==> src/rtl/snoop_bus_ctrl_if.sv <==
// Bus bundle between the N private caches and snoop_bus_ctrl: requests, broadcast, snoop replies, completion.
// master = cache side, slave = controller side.
interface snoop_bus_ctrl_if #(
  parameter int N_CACHES = 3,
  parameter int AW       = 3,
  parameter int DW       = 8
);
  localparam int IW = (N_CACHES > 1) ? $clog2(N_CACHES) : 1;

  logic [N_CACHES-1:0]    req;
  logic [2*N_CACHES-1:0]  req_op;
  logic [AW*N_CACHES-1:0] req_addr;
  logic [DW*N_CACHES-1:0] req_wdata;
  logic [N_CACHES-1:0]    grant;
  logic                   bus_valid;
  logic [1:0]             bus_msg;
  logic [AW-1:0]          bus_addr;
  logic [IW-1:0]          bus_src;
  logic [N_CACHES-1:0]    snoop_dirty;
  logic [DW*N_CACHES-1:0] snoop_wb_data;
  logic                   resp_valid;
  logic [IW-1:0]          resp_id;
  logic [DW-1:0]          resp_data;
  logic                   busy;

  modport master (
    output req, req_op, req_addr, req_wdata, snoop_dirty, snoop_wb_data,
    input  grant, bus_valid, bus_msg, bus_addr, bus_src, resp_valid, resp_id, resp_data, busy
  );

  modport slave (
    input  req, req_op, req_addr, req_wdata, snoop_dirty, snoop_wb_data,
    output grant, bus_valid, bus_msg, bus_addr, bus_src, resp_valid, resp_id, resp_data, busy
  );
endinterface

==> src/rtl/snoop_bus_ctrl.sv <==
// MSI snooping-bus controller: round-robin arbitration, coherence broadcast, dirty write-back, shared memory.
// Define SNOOP_FWD_EN to forward owner data straight to the requester from WB (skips the MEM read).
module snoop_bus_ctrl #(
  parameter int N_CACHES = 3,
  parameter int AW       = 3,
  parameter int DW       = 8
) (
  input  logic           clock,
  input  logic           reset,
  snoop_bus_ctrl_if.slave bus
);
  localparam int IW = (N_CACHES > 1) ? $clog2(N_CACHES) : 1;

  typedef enum logic [2:0] {IDLE, BCAST, SNOOP, WB, MEM, EVICT, RESP} state_t;

  state_t        state;
  logic [IW-1:0] ptr;
  logic [IW-1:0] curIdx;
  logic [1:0]    curOp;
  logic [AW-1:0] curAddr;
  logic [DW-1:0] curWdata;
  logic [DW-1:0] ownerData;
  logic [DW-1:0] mem [2**AW];

  logic          found;
  logic [IW-1:0] winner;
  logic [1:0]    winOp;
  logic [AW-1:0] winAddr;
  logic [DW-1:0] winWdata;
  int            cand;
  logic [N_CACHES-1:0] effDirty;
  logic [DW-1:0] dirtyData;

  // Round-robin pick: first requester at or after ptr, wrapping.
  always_comb begin
    found  = 1'b0;
    winner = '0;
    cand   = 0;
    for (int k = 0; k < N_CACHES; k++) begin
      cand = (int'(ptr) + k) % N_CACHES;
      if (!found && bus.req[cand]) begin
        found  = 1'b1;
        winner = IW'(cand);
      end
    end
    winOp    = bus.req_op[int'(winner)*2 +: 2];
    winAddr  = bus.req_addr[int'(winner)*AW +: AW];
    winWdata = bus.req_wdata[int'(winner)*DW +: DW];
  end

  // The requester never supplies its own line; lowest-index owner wins if several claim it.
  always_comb begin
    effDirty         = bus.snoop_dirty;
    effDirty[curIdx] = 1'b0;
    dirtyData        = '0;
    for (int i = N_CACHES - 1; i >= 0; i--) begin
      if (effDirty[i]) dirtyData = bus.snoop_wb_data[i*DW +: DW];
    end
  end

  always_ff @(posedge clock) begin
    if (state == IDLE && found) begin
      curIdx   <= winner;
      curOp    <= winOp;
      curAddr  <= winAddr;
      curWdata <= winWdata;
    end
    if (state == SNOOP) ownerData <= dirtyData;
  end

  always_ff @(posedge clock or posedge reset) begin
    if (reset) begin
      for (int i = 0; i < 2**AW; i++) mem[i] <= '0;
    end else if (state == WB) begin
      mem[curAddr] <= ownerData;
    end else if (state == EVICT) begin
      mem[curAddr] <= curWdata;
    end
  end

  always_ff @(posedge clock or posedge reset) begin
    if (reset) begin
      state          <= IDLE;
      ptr            <= '0;
      bus.grant      <= '0;
      bus.bus_valid  <= 1'b0;
      bus.bus_msg    <= 2'b00;
      bus.bus_addr   <= '0;
      bus.bus_src    <= '0;
      bus.resp_valid <= 1'b0;
      bus.resp_id    <= '0;
      bus.resp_data  <= '0;
      bus.busy       <= 1'b0;
    end else begin
      bus.grant      <= '0;
      bus.bus_valid  <= 1'b0;
      bus.bus_msg    <= 2'b00;
      bus.resp_valid <= 1'b0;
      case (state)
        IDLE: begin
          if (found) begin
            bus.grant <= N_CACHES'(1) << winner;
            bus.busy  <= 1'b1;
            if (winOp == 2'b00) begin
              state <= EVICT;
            end else begin
              state         <= BCAST;
              bus.bus_valid <= 1'b1;
              bus.bus_msg   <= winOp;
              bus.bus_addr  <= winAddr;
              bus.bus_src   <= winner;
            end
          end
        end
        BCAST: state <= SNOOP;
        SNOOP: begin
          if (curOp == 2'b11) begin
            state          <= RESP;
            bus.resp_valid <= 1'b1;
            bus.resp_id    <= curIdx;
            bus.resp_data  <= '0;
          end else if (|effDirty) begin
            state <= WB;
          end else begin
            state <= MEM;
          end
        end
        WB: begin
`ifdef SNOOP_FWD_EN
          state          <= RESP;
          bus.resp_valid <= 1'b1;
          bus.resp_id    <= curIdx;
          bus.resp_data  <= ownerData;
`else
          state <= MEM;
`endif
        end
        MEM: begin
          state          <= RESP;
          bus.resp_valid <= 1'b1;
          bus.resp_id    <= curIdx;
          bus.resp_data  <= mem[curAddr];
        end
        EVICT: begin
          state          <= RESP;
          bus.resp_valid <= 1'b1;
          bus.resp_id    <= curIdx;
          bus.resp_data  <= '0;
        end
        RESP: begin
          ptr      <= (curIdx == IW'(N_CACHES - 1)) ? '0 : curIdx + 1'b1;
          bus.busy <= 1'b0;
          state    <= IDLE;
        end
        default: state <= IDLE;
      endcase
    end
  end
endmodule
==> src/flat_wrapper.sv <==
// flat-port wrapper written by rule: the top's interface ports become plain ports
module snoop_bus_ctrl_flat 
#(
  parameter int N_CACHES = 3,
  parameter int AW       = 3,
  parameter int DW       = 8
)
  (clock, reset, bus_req, bus_req_op, bus_req_addr, bus_req_wdata, bus_snoop_dirty, bus_snoop_wb_data, bus_grant, bus_bus_valid, bus_bus_msg, bus_bus_addr, bus_bus_src, bus_resp_valid, bus_resp_id, bus_resp_data, bus_busy);
  snoop_bus_ctrl_if #(.N_CACHES(N_CACHES), .AW(AW), .DW(DW)) bus_i ();
  input  logic clock;
  input  logic reset;
  input wire logic [$bits(bus_i.req)-1:0] bus_req;
  input wire logic [$bits(bus_i.req_op)-1:0] bus_req_op;
  input wire logic [$bits(bus_i.req_addr)-1:0] bus_req_addr;
  input wire logic [$bits(bus_i.req_wdata)-1:0] bus_req_wdata;
  input wire logic [$bits(bus_i.snoop_dirty)-1:0] bus_snoop_dirty;
  input wire logic [$bits(bus_i.snoop_wb_data)-1:0] bus_snoop_wb_data;
  output wire logic [$bits(bus_i.grant)-1:0] bus_grant;
  output wire logic [$bits(bus_i.bus_valid)-1:0] bus_bus_valid;
  output wire logic [$bits(bus_i.bus_msg)-1:0] bus_bus_msg;
  output wire logic [$bits(bus_i.bus_addr)-1:0] bus_bus_addr;
  output wire logic [$bits(bus_i.bus_src)-1:0] bus_bus_src;
  output wire logic [$bits(bus_i.resp_valid)-1:0] bus_resp_valid;
  output wire logic [$bits(bus_i.resp_id)-1:0] bus_resp_id;
  output wire logic [$bits(bus_i.resp_data)-1:0] bus_resp_data;
  output wire logic [$bits(bus_i.busy)-1:0] bus_busy;
  assign bus_i.req = bus_req;
  assign bus_i.req_op = bus_req_op;
  assign bus_i.req_addr = bus_req_addr;
  assign bus_i.req_wdata = bus_req_wdata;
  assign bus_i.snoop_dirty = bus_snoop_dirty;
  assign bus_i.snoop_wb_data = bus_snoop_wb_data;
  assign bus_grant = bus_i.grant;
  assign bus_bus_valid = bus_i.bus_valid;
  assign bus_bus_msg = bus_i.bus_msg;
  assign bus_bus_addr = bus_i.bus_addr;
  assign bus_bus_src = bus_i.bus_src;
  assign bus_resp_valid = bus_i.resp_valid;
  assign bus_resp_id = bus_i.resp_id;
  assign bus_resp_data = bus_i.resp_data;
  assign bus_busy = bus_i.busy;
  snoop_bus_ctrl #(.N_CACHES(N_CACHES), .AW(AW), .DW(DW)) u_core (.clock(clock), .reset(reset), .bus(bus_i));
endmodule
==> config.mk <==
export PLATFORM = sky130hd
export DESIGN_NAME = snoop_bus_ctrl_flat
export DESIGN_NICKNAME = d
export VERILOG_FILES = /design/src/rtl/snoop_bus_ctrl_if.sv /design/src/rtl/snoop_bus_ctrl.sv /design/src/flat_wrapper.sv
export SDC_FILE = /design/constraint.sdc
export NUM_CORES = 1
export LEC_CHECK = 0
export CAP_MARGIN = 20
export CELL_PAD_IN_SITES_DETAIL_PLACEMENT = 1
export CELL_PAD_IN_SITES_GLOBAL_PLACEMENT = 2
export CORE_MARGIN = 3
export CORE_UTILIZATION = 36
export DETAILED_ROUTE_END_ITERATION = 10
export PLACE_DENSITY_LB_ADDON = 0.1
export RECOVER_POWER = 50
export SLEW_MARGIN = 10
export SYNTH_ARGS = -nofsm -noshare
export SYNTH_HDL_FRONTEND = slang
export SYNTH_SLANG_ARGS = --single-unit
==> constraint.sdc <==
create_clock -name clock -period 7.9 [get_ports clock]
set_input_delay 0.79 -clock clock [delete_from_list [all_inputs] [get_ports clock]]
set_output_delay 0.79 -clock clock [all_outputs]
set_load 0.01 [all_outputs]
==> qor.yml <==
global_route:
  grt.overflow.total: 0
  antenna_found_initial: 0
  grt_pass1_vias: 4700
  grt_usage_pct: 18.9
  grt_pass1_wl_mm: 24.8
  grt_start_max_net_pins: 76
worst_setup_path:
  path_class: "in2reg"
  critical-path-top-delay-family: "buffers and inverters"
  cp_max_fo: 17
  path_buf_inv: 2
  startpoint: "bus_req[2]"
  end_kind: "register"
  worstRegToRegCells: 8
  crit_slowest_cell: "clkdlybuf4s50_1"
  critical_path_depth: 9
  crit_chain: "clkdlybuf4s50_1 -> nor2b_1 -> mux2i_4 -> nor3b_2 -> nor3_1 -> nand2b_2 -> inv_1 -> o211ai_4 -> mux2_4"
  r2r-end: "u_core.bus.bus_addr[2]$_DFFE_PP0P_"
  arrival_ps: 3540
  reg2reg_from: "u_core.ptr[1]$_DFFE_PP0P_"
  start_kind: "input port"
  crit_required_ps: 8190
  max_stage_delay_ps: 510
  reg2reg_slack_ps: 4740
clocking:
  clock-sinks: 115
  clk_pin_slew_ps: 50
  cts_hold_buffers: 0
  postCtsSetupBuffers: 0
  post_cts_resized: 0
  worst_skew_pair.late_latency_ps: 410
  cts_tree: "built"
  cts.path.max_buffers: 2
  cts_made_buffers: 17
  cts.htree.levels: 4
  root_buffer: "clkbuf_16"
min_path:
  holdPathEnd: "u_core.mem[48]$_DFFE_PP0P_"
  min_path_cells: 2
  hp-start: "u_core.mem[48]$_DFFE_PP0P_"
  holdCritPathClass: "reg2reg"
yosys:
  ys_top_cells_by_area: "dfrtp_1, edfxtp_1, mux2i_1, o21ai_0, nand2_1"
  synthesis.nets: 626
  ys_seq_area_share_pct: 53.4
  ys_warn_count: 0
  ys_ff_latch: 115
  async_flop_share_pct: 80.0
  ys.flop_type: "dfrtp_1"
  synth.top_cells.by_count: "dfrtp_1, nand2_1, o21ai_0"
  synth_top_area_share_pct: 41.1
  syn_area_mm2: 0.00560
  synth_most_common_cell: "dfrtp_1"
  ys_types: 48
  synth_area_leader_cell: "dfrtp_1"
  synth_edf_count: 23
  synth_cells: 551
  synth_area_per_cell_um2: 10.2
sta:
  skew_ps: 6.61
  period_share_pct: 41.1
  drv_slew: 14
  rsz0062_at_grt: "false"
  period_minus_slack_ps: 3250
  worst_slack_ps: 4650
  worstMarginPinSlew_ps: 1530
  setup_tns_ps: 0
  hold_viol_final: 0
  setup_viol: 0
  max_freq_mhz: 308
  relSlewSlack_pct: -2.44
  fin_hold_ws_ps: 478
placed_design:
  place_ws_ps: 4200
  post-dp-hpwl_mm: 10.6
  gp_congestion: 0.778
  port_buffers: 93
floorplan:
  die_h_um: 131
  placementRows: 44
  ioPinCount: 94
  die_w_um: 131
  dieArea_mm2: 0.0171
  core_area_mm2: 0.0149
  start_util_pct: 37.7
route:
  drc: 0
  wl_per_cell_um: 18.1
  antenna_left: 0
  viasPerCell: 5.21
  drt_first_pass_iters: 4
  vias: 4334
  wl_mm: 15.1
  drtIter0Drc: 207
power:
  vdd_drop_max_mv: 0.183
  power_density_mw_per_mm2: 407
  p_leak_nw: 3.17
layout:
  syn_to_final_growth_pct: 29.9
  antenna_cells: 0
  layout-drive-gt1-share_pct: 9.10
  finalNetCount: 711
run:
  timing.max_cap.violations: 1
run_status:
  violations: "capacitance limit, slew limit"
  status: "finished, violations left"
==> kinds of logic (layout without fill, tap and decap cells) <==
logic type               Yosys count  in the layout  synth area share, %
flip-flops                       115            115                 53.4
buffers and inverters             47            144                 3.35
adder cells (fa/ha/maj)            5              5                 1.07
multiplexers                      52             52                 10.6
AND/OR/NAND/NOR                  168            168                 13.6
AO/OA/AOI/OAI                    164            164                 17.9
==> state kept, by name (all words and copies together), names as in the netlist <==
name / cells
u_core.bus.resp_id: 2
u_core.bus.bus_msg: 2
u_core.bus.busy: 1
u_core.bus.resp_data: 8
u_core.curIdx: 2
u_core.ptr: 2
u_core.bus.grant: 3
u_core.bus.bus_valid: 1
u_core.state: 3
u_core.curAddr: 3
u_core.curWdata: 8
u_core.ownerData: 8
u_core.bus.resp_valid: 1
u_core.bus.bus_addr: 3
u_core.curOp: 2
u_core.mem: 64
u_core.bus.bus_src: 2
==> cells in the final DEF, fill, tap and decap left out, types with 2 or more instances in the layout <==
cell type,instances
a211oi_1,2
a22o_1,8
nand2_1,83
clkbuf_16,19
o21a_1,2
nor2_1,45
clkdlybuf4s50_1,70
ha_1,4
clkinvlp_4,3
clkbuf_8,4
a22oi_1,16
dlygate4sd3_1,23
nor3_1,2
mux2_2,2
nor4b_4,2
inv_2,2
mux2i_4,3
dfrtp_1,92
edfxtp_1,23
o41ai_1,2
buf_4,5
o31ai_1,9
o21ai_1,3
mux2_4,7
nand3b_1,7
clkinv_2,2
nand3_1,11
a31oi_1,10
a21oi_1,29
inv_1,11
nor2b_1,9
clkbuf_1,2
o21ai_0,75
mux2i_1,40
==> worst max path at each step <==
stage,end,slack [ps]
after floorplan,u_core.bus.bus_addr[0]$_DFFE_PP0P_,4720
after global placement,u_core.bus.bus_addr[0]$_DFFE_PP0P_,4380
after detailed placement,u_core.bus.bus_addr[2]$_DFFE_PP0P_,4200
after CTS,u_core.bus.bus_addr[2]$_DFFE_PP0P_,4650
after global routing,u_core.bus.bus_src[1]$_DFFE_PP0P_,4480
final,u_core.bus.bus_addr[2]$_DFFE_PP0P_,4650
==> cell type report <==
| type | instances | area (um2) |
|---|---|---|
| Fill cell | 1624 | 7590 |
| Tap cell | 184 | 230 |
| Timing Repair Buffer | 99 | 980 |
| Clock inverter | 6 | 41.3 |
| Sequential cell | 115 | 2990 |
| Inverter | 14 | 53.8 |
| Multi-Input combinational cell | 389 | 2440 |
| Clock buffer | 25 | 538 |
==> metal layers <==
layer / up-vias / routed length [um] / track usage, %
met5: - / 0 / 0
met4: 0 / 147 / 5.20
met1: 2101 / 6920 / 24.8
met3: 14 / 660 / 4.88
li1: 2130 / - / -
met2: 89 / 7370 / 31.0
==> stage by stage <==
stage | instance area [um2] | power, mW | std cells | util, %
after global routing | 7270 | 3.19 | 832 | 48.9
after detailed placement | 6680 | 2.27 | 799 | 44.9
after floorplan | 5600 | 1.86 | 551 | -
after CTS | 7260 | 3.02 | 830 | 48.8
after global placement | 6680 | 2.23 | 799 | 44.9
final | 7270 | 2.96 | 832 | 48.9
==> report_power, final <==
| part | switching [mW] | leakage (nW) | internal [mW] |
|---|---|---|---|
| Combinational | 0.704 | 1.51 | 0.478 |
| Clock | 0.261 | 0.278 | 0.469 |
| Sequential | 0.145 | 1.39 | 0.904 |
| Total | 1.11 | 3.17 | 1.85 |
==> worst reg2reg max path, cell delays in order (launching register included) <==
cell and delay, ps:
dfrtp_1 410, inv_1 90, ha_1 370, mux2_4 360, mux2i_4 280, mux2i_4 650, mux2i_4 370, o211ai_4 160
mux2_4 350
Power figures use the tool's default switching activity.
